**src/rtl/stack_sequencer_if.sv**
```systemverilog
// ROM fetch and stack RAM bus between the sequencer and its memories.
interface stack_sequencer_if #(
  parameter int unsigned DEPTH_BITS = 8,
  parameter int unsigned PC_BITS    = 8
);
  logic [PC_BITS-1:0]    ROM_ADDR;
  logic [15:0]           ROM_DATA;
  logic [DEPTH_BITS-1:0] RAM_ADDR;
  logic [31:0]           RAM_WDATA;
  logic                  RAM_WE;
  logic [31:0]           RAM_RDATA;

  modport master (
    output ROM_ADDR, RAM_ADDR, RAM_WDATA, RAM_WE,
    input  ROM_DATA, RAM_RDATA
  );

  modport slave (
    input  ROM_ADDR, RAM_ADDR, RAM_WDATA, RAM_WE,
    output ROM_DATA, RAM_RDATA
  );
endinterface

```
**src/rtl/stack_sequencer.sv**
```systemverilog
// Stack processor instruction sequencer: fetches 16-bit instructions from ROM once per
// instruction tick and executes them against a stack whose top item lives in a register
// and whose lower items live in an external single-port RAM.
module stack_sequencer #(
  parameter int unsigned INSTRUCTION_CLOCK_BIT = 22,
  parameter int unsigned DEPTH_BITS            = 8,
  parameter int unsigned PC_BITS               = 8
) (
  input  logic                CLK,
  input  logic                RST,
  stack_sequencer_if.master   bus,
  output logic [31:0]         STACK_TOP_ITEM,
  output logic [31:0]         STACK_ITEM_COUNT,
  output logic [PC_BITS-1:0]  PC,
  output logic                HALTED,
  output logic                FAULT
);

  localparam int unsigned CntW = DEPTH_BITS + 1;
  localparam logic [CntW-1:0] MaxCount = {1'b1, {DEPTH_BITS{1'b0}}};

  localparam logic [3:0] OpNop  = 4'h0;
  localparam logic [3:0] OpPush = 4'h1;
  localparam logic [3:0] OpPop  = 4'h2;
  localparam logic [3:0] OpAdd  = 4'h3;
  localparam logic [3:0] OpSub  = 4'h4;
  localparam logic [3:0] OpDup  = 4'h5;
  localparam logic [3:0] OpJmp  = 4'h7;
  localparam logic [3:0] OpJz   = 4'h8;
  localparam logic [3:0] OpHalt = 4'hF;

  typedef enum logic [2:0] {
    StIdle   = 3'd0,
    StFetch  = 3'd1,
    StDecode = 3'd2,
    StRdwait = 3'd3,
    StExec   = 3'd4,
    StHalt   = 3'd5,
    StFlt    = 3'd6
  } state_e;

  state_e              state_q, state_d;
  logic [31:0]         div_q, div_d;
  logic                div_bit_q, div_bit_d;
  logic [PC_BITS-1:0]  pc_q, pc_d;
  logic [CntW-1:0]     cnt_q, cnt_d;
  logic [31:0]         tos_q, tos_d;
  logic [15:0]         instr_q, instr_d;
  logic                halted_q, halted_d;
  logic                fault_q, fault_d;

  logic                  tick;
  logic [3:0]            op;
  logic [31:0]           imm;
  logic [PC_BITS-1:0]    pc_inc;
  logic                  needs_read;
  logic                  fail;
  logic [DEPTH_BITS-1:0] ram_addr;
  logic                  ram_we;

  assign tick   = div_q[INSTRUCTION_CLOCK_BIT] & ~div_bit_q;
  assign op     = instr_q[15:12];
  assign imm    = {20'd0, instr_q[11:0]};
  assign pc_inc = pc_q + PC_BITS'(1);

  // Opcodes that take the second item from RAM, when there is one to take.
  always_comb begin
    needs_read = 1'b0;
    if (cnt_q >= CntW'(2)) begin
      case (bus.ROM_DATA[15:12])
        OpPop, OpAdd, OpSub, OpJz: needs_read = 1'b1;
        default:                   needs_read = 1'b0;
      endcase
    end
  end

  // State and datapath registers; reset aborts any instruction in flight.
  always_ff @(posedge CLK or posedge RST) begin
    if (RST) begin
      state_q   <= StIdle;
      div_q     <= '0;
      div_bit_q <= 1'b0;
      pc_q      <= '0;
      cnt_q     <= '0;
      tos_q     <= '0;
      instr_q   <= '0;
      halted_q  <= 1'b0;
      fault_q   <= 1'b0;
    end else begin
      state_q   <= state_d;
      div_q     <= div_d;
      div_bit_q <= div_bit_d;
      pc_q      <= pc_d;
      cnt_q     <= cnt_d;
      tos_q     <= tos_d;
      instr_q   <= instr_d;
      halted_q  <= halted_d;
      fault_q   <= fault_d;
    end
  end

  // Next-state, stack update and RAM strobes for each phase of an instruction.
  always_comb begin
    state_d   = state_q;
    div_d     = div_q + 32'd1;
    div_bit_d = div_q[INSTRUCTION_CLOCK_BIT];
    pc_d      = pc_q;
    cnt_d     = cnt_q;
    tos_d     = tos_q;
    instr_d   = instr_q;
    halted_d  = halted_q;
    fault_d   = fault_q;
    ram_addr  = '0;
    ram_we    = 1'b0;
    fail      = 1'b0;

    unique case (state_q)
      StIdle:   if (tick) state_d = StFetch;
      StFetch:  state_d = StDecode;
      StDecode: begin
        instr_d = bus.ROM_DATA;
        state_d = needs_read ? StRdwait : StExec;
      end
      StRdwait: begin
        ram_addr = DEPTH_BITS'(cnt_q - CntW'(2));
        state_d  = StExec;
      end
      StExec: begin
        state_d = StIdle;
        case (op)
          OpNop: pc_d = pc_inc;
          OpPush: begin
            if (cnt_q == MaxCount) begin
              fail = 1'b1;
            end else begin
              // With an empty stack the TOS register is free, so nothing spills to RAM.
              ram_we   = (cnt_q != '0);
              ram_addr = DEPTH_BITS'(cnt_q - CntW'(1));
              tos_d    = imm;
              cnt_d    = cnt_q + CntW'(1);
              pc_d     = pc_inc;
            end
          end
          OpPop: begin
            if (cnt_q == '0) begin
              fail = 1'b1;
            end else begin
              tos_d = (cnt_q >= CntW'(2)) ? bus.RAM_RDATA : 32'd0;
              cnt_d = cnt_q - CntW'(1);
              pc_d  = pc_inc;
            end
          end
          OpAdd, OpSub: begin
            if (cnt_q < CntW'(2)) begin
              fail = 1'b1;
            end else begin
              tos_d = (op == OpAdd) ? bus.RAM_RDATA + tos_q : bus.RAM_RDATA - tos_q;
              cnt_d = cnt_q - CntW'(1);
              pc_d  = pc_inc;
            end
          end
          OpDup: begin
            if (cnt_q == '0 || cnt_q == MaxCount) begin
              fail = 1'b1;
            end else begin
              ram_we   = 1'b1;
              ram_addr = DEPTH_BITS'(cnt_q - CntW'(1));
              cnt_d    = cnt_q + CntW'(1);
              pc_d     = pc_inc;
            end
          end
          OpJmp: pc_d = imm[PC_BITS-1:0];
          OpJz: begin
            if (cnt_q == '0) begin
              fail = 1'b1;
            end else begin
              pc_d  = (tos_q == 32'd0) ? imm[PC_BITS-1:0] : pc_inc;
              tos_d = (cnt_q >= CntW'(2)) ? bus.RAM_RDATA : 32'd0;
              cnt_d = cnt_q - CntW'(1);
            end
          end
          OpHalt: begin
            halted_d = 1'b1;
            state_d  = StHalt;
          end
          default: fail = 1'b1;
        endcase
        if (fail) begin
          fault_d = 1'b1;
          state_d = StFlt;
        end
      end
      StHalt:   state_d = StHalt;
      StFlt:    state_d = StFlt;
      default:  state_d = StIdle;
    endcase
  end

  assign bus.ROM_ADDR  = pc_q;
  assign bus.RAM_ADDR  = ram_addr;
  assign bus.RAM_WDATA = tos_q;
  assign bus.RAM_WE    = ram_we;

  assign STACK_TOP_ITEM   = (cnt_q == '0) ? 32'd0 : tos_q;
  assign STACK_ITEM_COUNT = 32'(cnt_q);
  assign PC               = pc_q;
  assign HALTED           = halted_q;
  assign FAULT            = fault_q;

endmodule

```
**src/flat_wrapper.sv**
```systemverilog
// flat-port wrapper written by rule: the top's interface ports become plain ports
module stack_sequencer_flat 
#(
  parameter int unsigned INSTRUCTION_CLOCK_BIT = 22,
  parameter int unsigned DEPTH_BITS            = 8,
  parameter int unsigned PC_BITS               = 8
)
  (CLK, RST, STACK_TOP_ITEM, STACK_ITEM_COUNT, PC, HALTED, FAULT, bus_ROM_ADDR, bus_RAM_ADDR, bus_RAM_WDATA, bus_RAM_WE, bus_ROM_DATA, bus_RAM_RDATA);
  stack_sequencer_if #(.DEPTH_BITS(DEPTH_BITS), .PC_BITS(PC_BITS)) bus_i ();
  input  logic CLK;
  input  logic RST;
  output logic [31:0] STACK_TOP_ITEM;
  output logic [31:0] STACK_ITEM_COUNT;
  output logic [PC_BITS-1:0] PC;
  output logic HALTED;
  output logic FAULT;
  output wire logic [$bits(bus_i.ROM_ADDR)-1:0] bus_ROM_ADDR;
  output wire logic [$bits(bus_i.RAM_ADDR)-1:0] bus_RAM_ADDR;
  output wire logic [$bits(bus_i.RAM_WDATA)-1:0] bus_RAM_WDATA;
  output wire logic [$bits(bus_i.RAM_WE)-1:0] bus_RAM_WE;
  input wire logic [$bits(bus_i.ROM_DATA)-1:0] bus_ROM_DATA;
  input wire logic [$bits(bus_i.RAM_RDATA)-1:0] bus_RAM_RDATA;
  assign bus_ROM_ADDR = bus_i.ROM_ADDR;
  assign bus_RAM_ADDR = bus_i.RAM_ADDR;
  assign bus_RAM_WDATA = bus_i.RAM_WDATA;
  assign bus_RAM_WE = bus_i.RAM_WE;
  assign bus_i.ROM_DATA = bus_ROM_DATA;
  assign bus_i.RAM_RDATA = bus_RAM_RDATA;
  stack_sequencer #(.INSTRUCTION_CLOCK_BIT(INSTRUCTION_CLOCK_BIT), .DEPTH_BITS(DEPTH_BITS), .PC_BITS(PC_BITS)) u_core (.CLK(CLK), .RST(RST), .bus(bus_i), .STACK_TOP_ITEM(STACK_TOP_ITEM), .STACK_ITEM_COUNT(STACK_ITEM_COUNT), .PC(PC), .HALTED(HALTED), .FAULT(FAULT));
endmodule
```
**config.mk**
```make
export PLATFORM = sky130hd
export DESIGN_NAME = stack_sequencer_flat
export DESIGN_NICKNAME = d
export VERILOG_FILES = /design/src/rtl/stack_sequencer_if.sv /design/src/rtl/stack_sequencer.sv /design/src/flat_wrapper.sv
export SDC_FILE = /design/constraint.sdc
export NUM_CORES = 1
export LEC_CHECK = 0
export ABC_CLOCK_PERIOD_IN_PS = 4200
export CORE_UTILIZATION = 45
export DETAILED_ROUTE_END_ITERATION = 8
export GPL_ROUTABILITY_DRIVEN = 1
export PLACE_DENSITY = 0.8
export SLEW_MARGIN = 20
export SYNTH_ARGS = -nofsm -noshare
export SYNTH_HDL_FRONTEND = slang
export SYNTH_SLANG_ARGS = --single-unit
```
**constraint.sdc**
```tcl
create_clock -name CLK -period 4.2 [get_ports CLK]
set_input_delay 0.84 -clock CLK [delete_from_list [all_inputs] [get_ports CLK]]
set_output_delay 0.84 -clock CLK [all_outputs]
set_load 0.005 [all_outputs]
```
# Word level (Yosys, flattened, before mapping)
# Index checks and enable logic that the tools add are counted.
[word_totals] reg_bits=103 latchBits=0 ramBits=0 romBits=0 output_inout_bits=123 word_cells=104 memories=0
[classes] addsub=7 multipliers=0 div=0 n_lt_le_gt_ge=2 n_eq_ne=26 shift=0 muxes=40 bitwise_logic=2 reduce_logical=18
[op_table] cell="32-bit two-way mux" n=6
[op_table] cell="32-bit one-hot mux with 3 select lines" n=1
[op_table] cell="8-bit two-way mux" n=8
[op_table] cell="8-bit one-hot mux with 7 select lines" n=1
[op_table] cell="9-bit two-way mux" n=4
[op_table] cell="9-bit one-hot mux with 4 select lines" n=1
[op_table] cell="32-bit by 1-bit adder with 32-bit output (second input constant)" n=1
[op_table] cell="32-bit adder" n=1
[op_table] cell="32-bit logical NOT" n=1
[op_table] cell="8-bit one-hot mux with 2 select lines" n=2
[op_table] cell="32-bit subtractor" n=1
[op_table] cell="3-bit one-hot mux with 7 select lines" n=1
[op_table] cell="4-bit by 2-bit equality test with 1-bit output (second input constant)" n=4
[op_table] cell="4-bit by 3-bit equality test with 1-bit output (second input constant)" n=4
[op_table] cell="4-bit equality test (second input constant)" n=3
[op_table] cell="3-bit two-way mux" n=4
[op_table] cell="2-bit inequality test (second input constant)" n=6
[op_table] cell="1-bit two-way mux" n=10
[op_table] cell="9-bit by 1-bit adder with 9-bit output (second input constant)" n=1
[op_table] cell="3-bit equality test (second input constant)" n=3
[op_table] cell="9-bit equality test (second input constant)" n=1
[op_table] cell="9-bit by 2-bit greater-or-equal comparator with 1-bit output (second input constant)" n=1
[op_table] cell="9-bit logical NOT" n=1
[op_table] cell="9-bit by 2-bit less-than comparator with 1-bit output (second input constant)" n=1
[op_table] cell="25 further kinds" n=28

# Longest topological paths before layout
# Gate-level depths: netlist of the first run.
[depth] ltp_word=7 ltp_mapped=18 ltp_nobuf=18

# Worst setup path after synthesis of the first run
# Ideal clock, no wire load.
[synth_path] path_type="register to register" start="reg u_core.instr_q[12]" end="reg u_core.tos_q[28] (netlist: u_core.bus.RAM_WDATA[28])" setup_time_ps=69 t_arrival_ps=3606 setup_slack_ps=525 stages_incl_launch_ff=17 path_buffers=3 path_cell_list="dfrtp_1 buf_2 nand2_1 nor3_1 clkbuf_1 nor2_1 xnor2_1 ha_1 buf_2 a21oi_1 o31ai_1 a31oi_1 o211ai_1 a21boi_2 o32ai_1 or4b_1 nand3_1"
[synth_between] elab_chain_len=4 elab_cells_between_ends=15 classes_between="8 x eq/ne; 3 x mux; 4 x reduce/logical"
[synth_lines] element="start, declared" line="stack_sequencer.sv:48" source="logic [15:0] instr_q, instr_d;"
[synth_lines] element="start signal, assigned" line="stack_sequencer.sv:96" source="instr_q <= instr_d;"
[synth_lines] element="4-bit by 2-bit equality test with 1-bit output (tied with other cells)" line="stack_sequencer.sv:130" source="case (op)"
[synth_lines] element="2-bit OR reduction (no line) (tied with other cells)"
[synth_lines] element="2-bit inequality test (no line) (tied with other cells)"
[synth_lines] element="5-bit AND reduction (no line) / 32-bit one-hot mux with 3 select lines (equally long branches)"
[synth_lines] element="end signal, assigned" line="stack_sequencer.sv:95" source="tos_q <= tos_d;"
[synth_lines] element="end, declared" line="stack_sequencer.sv:47" source="logic [31:0] tos_q, tos_d;"
# Parallel ways exist; a longest one is shown, timed or not. The select of a mux whose other input is x is not followed.
# A chain may end at the register's enable or synchronous reset.

# Worst setup path after layout of the first run
[layout_path] start="reg u_core.tos_q[7] (netlist: u_core.bus.RAM_WDATA[7])" end="reg u_core.tos_q[27] (netlist: u_core.bus.RAM_WDATA[27])"
[layout_between] elab_chain_len=4 elab_cells_between_ends=5 classes_between="2 x add/sub; 3 x mux"
[layout_lines] element="32-bit subtractor / 32-bit adder (equally long branches)" line="stack_sequencer.sv:157" source="tos_d = (op == OpAdd) ? bus.RAM_RDATA + tos_q : bus.RAM_RDATA - tos_q;"
[layout_lines] element="32-bit two-way mux (*)" line="stack_sequencer.sv:157"
[layout_lines] element="32-bit two-way mux (*)" line="stack_sequencer.sv:154" source="if (cnt_q < CntW'(2)) begin"
[layout_lines] element="32-bit one-hot mux with 3 select lines (*)" line="stack_sequencer.sv:130"
# Mark *: on every way between the ends. The rest lies on a longest branch, timed or not. The select of a mux whose other input is x is not followed.

==> metrics, run 1 <==
outcome=finished, final reports clean; Vias/cell=5.77; Post-CTS Setup Repair Bufs=0; FF-to-FF path depth=17; # setup viols final=0; cell count after synthesis=around 910; Worst Hold End=u_core.div_bit_q$_DFF_PP0_; First-pass DRT Iterations=7; max-cap violation count=0; WS Path Type=reg2reg; Routed WL per cell=between 15 and 20 um; post-synth top area cell=dfrtp_1; worst-path maximum fanout=5; Final Cycle Share=93.9%; largest net degree at the start of global routing=53; DRT Wirelength=21.5 mm; crit start category=flop; # H-tree levels=3; fin nets=1139; top cell type's share of synthesized area=30.5%; main flop type after synthesis=dfrtp_1; total CTS buffers=9; critical hold path startpoint=u_core.div_q[22]$_DFF_PP0_; worst slew pin tran=0.947 ns; CP endpoint kind=flop; Pwr per Cell Area=215 mW/mm2; Final WS setup=0.255 ns; # rows=47; Ports=173; Leak=0.00413 uW; Post-Syn Area per Cell=8.51 um2; TritonCTS clock tree=built; r2r endpoint=u_core.bus.RAM_WDATA[27]$_DFFE_PP0P_; Initial Util=46.4%; fin area=0.00968 mm2; Setup TNS=0 ns; Post-DP HPWL=between 15 and 20 mm; critical path data arrival time=4.24 ns; async set or reset register ratio after synthesis=100%; number of synthesized flops with an enable pin=0; top-count cell post-synth=dfrtp_1; root buf cell=clkbuf_16; Starting DRT DRC Count=between 600 and 700; Warnings, synthesis=0; final hold vios=0; die outline height=133 um; Max Root-Sink Buffers=2; top post-synthesis cells by area=dfrtp_1, ha_1, xnor2_1; antenna violations before repair=0; post-route ant nets=0; synth unique cells=77; Clock Pin Slew Worst Setup and Hold Paths=0.07 ns; CTS Sinks=94; top cell types by occurrence after synthesis=dfrtp_1, nand2_1, nor2_1; Max VDD drop=202 uV; worst r2r src=u_core.bus.RAM_WDATA[7]$_DFFE_PP0P_; dpl ws=0.151 ns; Reg2Reg Setup Slack=approximately 0.26 ns; Ant. Diodes=0; Slew Viols, Final=0; crit path time final=between 3 and 4 ns; hold path cells=0; via count=7303; dpl cell area=0.00934 mm2; core area=about 0.017 mm2; fin util=58.2%; Seq/Total Area, Yosys=between 30% and 40%; die area=0.0177 mm2; vias in the first global route=6711; number of port buffers=approximately 150; Peak Freq=approximately 0.25 GHz; synthesized area=around 0.0077 mm2; Synth Register Bits=94; share of cells above drive strength 1=8.41%; clk_skew=0.0101 ns; hold crit path type=reg2reg; first-pass GRT wire length=34.6 mm; Skew-Pair Late Insertion Delay=0.36 ns; die width=roughly 130 um; total gr overflow=0; area growth from synthesis to layout=25.4%; placer congestion estimate=0.926; CP Data Required Time=4.50 ns; drc violations=0; Total Routing Usage GR=approximately a quarter; max_slew headroom=36.7%
[repair_timing]
item / CTS / global route
resized for setup: 0 / 7
hold buffers: 0 / 0
endpoints found under the setup margin: 0 / 6
[cells by family after synthesis]
group           count (synthesis)  share of synthesized area, %
simple gates                  298                          19.9
compound gates                262                          22.7
fa+ha+maj                      48                          7.88
flops                          94                          30.5
mux                            19                          2.69
buf+inv                       101                          6.74
xor+xnor                       84                          9.53
other cells                     1                        0.0486
[cell type report]
cell class                 count  area [um2]
clock inverter                 6        52.6
timing repair buffer         169        1670
inverter                      33         125
multi-input combinational    734        4970
tap                          220         275
fill                        1494        6960
clock buffer                  10         229
sequential                    94        2350
[cells in the final DEF, fill, tap and decap left out, types with 13 or more instances in the layout]
cell / n
nand4_1: 16
buf_4: 18
inv_1: 32
o21ai_1: 27
nand2_1: 78
nand3_1: 22
nor3_1: 15
a21o_1: 13
dfrtp_1: 94
a21oi_1: 63
ha_1: 47
a31oi_1: 15
clkdlybuf4s50_1: 149
xnor2_1: 54
nor2b_1: 37
mux2_2: 14
xor2_1: 30
nor2_1: 63
a22oi_1: 15
o21ai_0: 44
conb_1: 23
[state kept, by name, summed over array words and instances (netlist names)]
signal and count:
u_core.FAULT 1, u_core.HALTED 1, u_core.PC 8, u_core.bus.RAM_WDATA 32, u_core.cnt_q 9, u_core.div_bit_q 1
u_core.div_q 23, u_core.instr_q 16, u_core.state_q 3
[metal layers]
metal | vias up | share of wire, % | wire length, um | GRT usage, %
li1 | 3489 | - | - | -
met1 | 3502 | 45 | 9630 | 33.3
met2 | 279 | 46 | 9800 | 38.4
met3 | 33 | 6.8 | 1460 | 6.05
met4 | 0 | 2.8 | 599 | 8.75
met5 | - | 0 | 0 | 0
[critical path, stage by stage (launching register included)]
cell	delay [ns]
dfrtp_1	0.41
nor3_2	0.26
nand2_1	0.14
nor4_2	0.28
and3b_1	0.34
nand2_1	0.17
o31ai_1	0.33
xnor2_1	0.11
ha_1	0.36
nand2_1	0.12
nor2_2	0.16
and2_1	0.20
nand2_1	0.06
o21ai_0	0.20
a41oi_2	0.10
a211o_1	0.35
a31oi_1	0.14
a221o_1	0.15
[power by group]
part           internal, uW  leakage (uW)  switching (uW)
registers               914       0.00117            17.9
logic                   164       0.00283             182
clock network           412      0.000132             395
total                  1490       0.00413             595
[worst max-delay path by stage]
stage	from	to	slack, ns	cells past startpoint
floorplan	u_core.instr_q[12]$_DFFE_PP0N_	u_core.bus.RAM_WDATA[28]$_DFFE_PP0P_	0.53	16
global placement	u_core.bus.RAM_WDATA[7]$_DFFE_PP0P_	u_core.bus.RAM_WDATA[31]$_DFFE_PP0P_	0.21	17
detailed placement	u_core.bus.RAM_WDATA[7]$_DFFE_PP0P_	u_core.bus.RAM_WDATA[31]$_DFFE_PP0P_	0.15	17
CTS	u_core.bus.RAM_WDATA[7]$_DFFE_PP0P_	u_core.bus.RAM_WDATA[31]$_DFFE_PP0P_	0.13	17
global route	u_core.bus.RAM_WDATA[2]$_DFFE_PP0P_	u_core.bus.RAM_WDATA[27]$_DFFE_PP0P_	-0.02	18
finish	u_core.bus.RAM_WDATA[7]$_DFFE_PP0P_	u_core.bus.RAM_WDATA[27]$_DFFE_PP0P_	0.26	17
[through the flow]
step | std cells | total power, uW | hold WS (ns)
2_1_floorplan | 929 | 1170 | 0.394
3_3_place_gp | 1249 | 1290 | 0.407
3_5_place_dp | 1249 | 1290 | 0.416
4_1_cts | 1265 | 2100 | 0.438
5_1_grt | 1266 | 2180 | 0.458
6_report | 1266 | 2080 | 0.429
No activity file was read; power rests on OpenSTA's default activity.
==> run 2, diff against run 1 <==
Settings changed: CORE_ASPECT_RATIO set to 0.8.
==> metrics, run 2 (synthesized netlist as in run 1, its figures left out) <==
DRT Wirelength=22.0 mm; first-pass GRT wire length=35.1 mm; worst path cell trace=inv_1, ha_1, nand3_1, nor2_1, buf_4, nand2_1, nor2_1, nand2_1, o21ai_0, xnor2_1, ha_1, a21o_1, a211oi_1, nand3_1, o211ai_1, a41oi_2, xnor2_1, o221ai_1; largest net degree at the start of global routing=46; root buf cell=clkbuf_16; post-route ant nets=0; Int Pwr=about 1500 uW; antenna violations before repair=0; final cell count without fillers=between 1000 and 1500; Post-DP HPWL=16.7 mm; placed cell count=1249; First-pass DRT Iterations=7; power share of the combinational group=between 10% and 20%; area of the multi-input gates=0.00498 mm2; total CTS buffers=9; Total Routing Usage GR=between 20% and 30%; core area=0.0167 mm2; die width=148 um; Flop pwr share=44.7%; Pwr per Cell Area=about 220 mW/mm2; # H-tree levels=3; CP endpoint kind=flop; die area=approximately 0.018 mm2; worst slew pin tran=0.989 ns; crit start category=flop; TritonCTS clock tree=built; Final Cycle Share=93.4%; Vias/cell=about 5.8; Leak=0.00414 uW; die outline height=approximately 120 um; drc violations=0; clk_skew=~0.012 ns; Post-CTS Setup Repair Bufs=0; most frequent cells in the layout=clkdlybuf4s50_1, dfrtp_1, nand2_1, nor2_1, a21oi_1; hold crit path type=reg2reg; worst-path maximum fanout=7; # rows=42; Top delay family on crit path=compound AO/OA/AOI/OAI gates; max reg flops=32; Sw Ratio=27.6%; vias in the first global route=between 6000 and 7000; Clock Pin Slew Worst Setup and Hold Paths=~0.070 ns; max-cap violation count=0; number of port buffers=149; Setup TNS=0 ns; Switch Pwr=roughly 580 uW; critical path's slowest cell=a211oi_1; Fill cells=about 1500; clock power share=38.5%; CP Data Required Time=about 4.4 ns; total gr overflow=0; Peak Freq=between 0.2 and 0.3 GHz; share of cells above drive strength 1=between 8 and 9%; Slew Viols, Final=0; Ports=173; Max VDD drop=195 uV; Ant. Diodes=0; fin nets=1139; Initial Util=a little under half; placer congestion estimate=0.970; CTS Sinks=94; Skew-Pair Late Insertion Delay=~0.36 ns; via count=7298; worst path bufs/invs=2; Max Root-Sink Buffers=2; Starting DRT DRC Count=approximately 500; Routed WL per cell=17.4 um; register area=0.00235 mm2; crit path time final=3.92 ns; area growth from synthesis to layout=25.4%; Crit path largest cell delay=0.48 ns; # setup viols final=0; critical path data arrival time=4.13 ns; max_slew headroom=33.6%; final hold vios=0; commonest non-fill, non-tap cell in the layout=clkdlybuf4s50_1; outcome=finished, final reports clean; WS Path Type=reg2reg
-- run 2: worst reg2reg max path, cell delays in order (launching register included) --
cell      delay, ns
dfrtp_1        0.43
inv_1          0.13
ha_1           0.20
nand3_1        0.11
nor2_1         0.19
buf_4          0.17
nand2_1        0.07
nor2_1         0.25
nand2_1        0.08
o21ai_0        0.31
xnor2_1        0.17
ha_1           0.32
a21o_1         0.20
a211oi_1       0.48
nand3_1        0.14
o211ai_1       0.14
a41oi_2        0.07
xnor2_1        0.19
o221ai_1       0.12
-- run 2: final cells by class --
type | instances | area share (%)
clock inverter | 4 | 0.336
sequential | 94 | 24.3
clock buffer | 11 | 2.61
tap | 220 | 2.84
multi-input combinational | 734 | 51.4
timing repair buffer | 169 | 17.2
inverter | 33 | 1.29
-- run 2: what timing repair did --
item	in CTS	in global routing
gates resized for setup	0	8
hold buffers	0	0
setup endpoints to repair	0	6
-- run 2: final timing paths --
kind | to | start | depth (start not counted) | slack [ns]
min in group asynchronous | u_core.PC[7]$_DFFE_PP0P_ | RST | 2 | 0.96
max in group asynchronous | u_core.bus.RAM_WDATA[16]$_DFFE_PP0P_ | RST | 3 | 2.46
worst max-delay path | u_core.bus.RAM_WDATA[31]$_DFFE_PP0P_ | u_core.bus.RAM_WDATA[0]$_DFFE_PP0P_ | 18 | 0.28
worst min-delay path | u_core.div_bit_q$_DFF_PP0_ | u_core.div_q[22]$_DFF_PP0_ | 0 | 0.42
worst max register to register | u_core.bus.RAM_WDATA[31]$_DFFE_PP0P_ | u_core.bus.RAM_WDATA[0]$_DFFE_PP0P_ | 18 | 0.28
worst min register to register | u_core.div_bit_q$_DFF_PP0_ | u_core.div_q[22]$_DFF_PP0_ | 0 | 0.42
-- run 2: power groups by stage --
stage	Sequential (uW)	Clock, uW	Combinational (uW)
after CTS	932	818	343
after global routing	934	849	384
after detailed placement	949	0	340
after global placement	949	0	337
after floorplan	944	0	229
final	932	802	351
-- run 2: metal layers --
layer  part of all wire, %  GRT usage, %
met1                    46          36.0
met2                    44          37.2
met3                   7.3          5.33
met4                   2.7          9.41
met5                     0             0
-- run 2: per-stage QoR --
step           cell area [um2]  utilization [%]  worst slack [ns]  total power [uW]  hold slack (ns)
2_1_floorplan             7800                -             0.525              1170            0.394
3_3_place_gp              9330             56.0             0.302              1290            0.410
3_5_place_dp              9330             56.0             0.119              1290            0.415
4_1_cts                   9610             57.7            0.0903              2090            0.431
5_1_grt                   9680             58.1           -0.0593              2170            0.452
6_report                  9680             58.1             0.278              2080            0.425
==> RTL change, RTL diff (config.mk and constraints of run 2) <==
`PC_BITS` is set to 8 in 3 places; all go to 12.
--- a/src/rtl/stack_sequencer_if.sv
+++ b/src/rtl/stack_sequencer_if.sv
@@ -1,7 +1,7 @@
 // ROM fetch and stack RAM bus between the sequencer and its memories.
 interface stack_sequencer_if #(
   parameter int unsigned DEPTH_BITS = 8,
-  parameter int unsigned PC_BITS    = 8
+  parameter int unsigned PC_BITS    = 12
 );
   logic [PC_BITS-1:0]    ROM_ADDR;
   logic [15:0]           ROM_DATA;
--- a/src/rtl/stack_sequencer.sv
+++ b/src/rtl/stack_sequencer.sv
@@ -4,7 +4,7 @@
 module stack_sequencer #(
   parameter int unsigned INSTRUCTION_CLOCK_BIT = 22,
   parameter int unsigned DEPTH_BITS            = 8,
-  parameter int unsigned PC_BITS               = 8
+  parameter int unsigned PC_BITS               = 12
 ) (
   input  logic                CLK,
   input  logic                RST,
--- a/src/flat_wrapper.sv
+++ b/src/flat_wrapper.sv
@@ -3,7 +3,7 @@
 #(
   parameter int unsigned INSTRUCTION_CLOCK_BIT = 22,
   parameter int unsigned DEPTH_BITS            = 8,
-  parameter int unsigned PC_BITS               = 8
+  parameter int unsigned PC_BITS               = 12
 )
   (CLK, RST, STACK_TOP_ITEM, STACK_ITEM_COUNT, PC, HALTED, FAULT, bus_ROM_ADDR, bus_RAM_ADDR, bus_RAM_WDATA, bus_RAM_WE, bus_ROM_DATA, bus_RAM_RDATA);
   stack_sequencer_if #(.DEPTH_BITS(DEPTH_BITS), .PC_BITS(PC_BITS)) bus_i ();
Ports: changed (resized PC and bus_ROM_ADDR); port bits go from 173 to 181. No check against the original RTL was run, so the function may have changed too.
==> RTL change against run 2 <==
Area after synthesis rose by 2.1%; total power grew 2.1%; sequential cell count up 4; wire length is 0.81% higher; clock skew is 0.00072 ns lower; fmax down 1.6%; final area rose by 1.9%; core utilization up 0.56 points; worst setup slack worse by 0.062 ns; largest cell class unchanged; highest routed layer unchanged.
==> RTL change: results (changes against run 2) <==
status:
  status: "complete, no violations"
synth:
  synth_xor_area_frac: 0.0978  # +0.00249
  synth_adder_area_share: 0.0772  # -0.00161
  seq_area_frac_synth: 0.311  # +0.00646
  post_synth_num_cell_types: 70  # -9.1%
  synth_area_leaders: "dfrtp_1, ha_1, xnor2_1, o21ai_0, xor2_1"
  syn-mean-instance-area_um2: 8.46  # -0.54%
  synth_compound_area_frac: 0.215  # -0.0116
power_and_ir_drop:
  ir_drop_mv: 0.217  # +11%
  p_leak_nw: 4.29  # +3.7%
  powerDensity_nw_per_um2: 216  # +0.15%
setup_path:
  crit-reg2reg-launch: "u_core.bus.RAM_WDATA[3]"
  cp_max_fo: 8  # +1
  rrSetupSlack_ns: 0.22  # -0.06 ns
  r2r_end: "u_core.bus.RAM_WDATA[25]"
  critPathSlowestCell: "dfrtp_1"
  cp_data_arrival_time_ns: 4.23  # +0.10 ns
  critPathTopFamily: "simple AND/OR/NAND/NOR gates"
  worstRegToRegCells: 15  # -3
drt:
  route.met2.wl_um: 9530  # -0.64%
  dr.first_iter.drc_count: 748  # +47%
  vias_per_cell: 5.84  # +1.2%
  wl_met3_um: 2150  # +35%
  wl_per_cell_um: 17.1  # -1.4%
  drt-met1-wl_um: 10200  # -0.18%
  drt_first_pass_iters: 5  # -2
grt:
  grt_first_pass_wirelength_um: 34800  # -0.86%
  use_met3: 0.0562  # +0.00297
  grtUsageMet2: 0.365  # -0.00721
  grt_usage: 0.247  # -0.00532
  grt_use_met1: 0.364  # +0.00433
  grt_pass1_vias: 6814  # +2.2%
  grt_start_max_net_pins: 65  # +41%
final_layout:
  design.seq.count: 98  # +4.3%
  drive_gt1_frac: 0.0699  # -0.0134
  multi_input_gates: 753  # +2.6%
  fillers: 1475  # +1.4%
  final-clk-cell-share: 0.0298  # +0.000335
  finalNonFillerCells: 1293  # +2.2%
  multi_input_area_share: 0.506  # -0.00890
  final_nets: 1166  # +2.4%
  nClkBuffers: 9  # -2
  largest_reg_flops: 32  # unchanged
  buffers: 183  # +8.3%
  inverters: 23  # -30%
  buffer_area_frac: 0.179  # +0.00743
place:
  dp_hpwl_um: 16800  # +0.26%
  place_ws_ns: 0.220  # +0.100 ns
  place_area_um2: 9550  # +2.4%
  gp_congestion: 0.978  # +0.81%
  io_buffers: 157  # +5.4%
timing:
  hold_slack_ns: 0.434  # +0.00909 ns
  relSlewSlack: 0.454  # +0.118
-- RTL change: power breakdown --
part           leakage [nW]  switching (mW)  internal (mW)
Clock                 0.138           0.421          0.418
Sequential             1.23          0.0151          0.951
Combinational          2.92           0.172          0.151
-- RTL change: worst max-delay path by stage --
stage / from / end / slack, ns / cells past startpoint
4_1_cts: u_core.bus.RAM_WDATA[3] / u_core.bus.RAM_WDATA[30] / 0.21 / 16
5_1_grt: u_core.bus.RAM_WDATA[3] / u_core.bus.RAM_WDATA[31] / 0.003 / 15
2_1_floorplan: u_core.instr_q[15] / u_core.bus.RAM_WDATA[29] / 0.18 / 17
3_5_place_dp: u_core.bus.RAM_WDATA[3] / u_core.bus.RAM_WDATA[30] / 0.22 / 16
3_3_place_gp: bus_RAM_RDATA[0] / u_core.bus.RAM_WDATA[30] / 0.33 / 13
6_report: u_core.bus.RAM_WDATA[3] / u_core.bus.RAM_WDATA[25] / 0.22 / 15
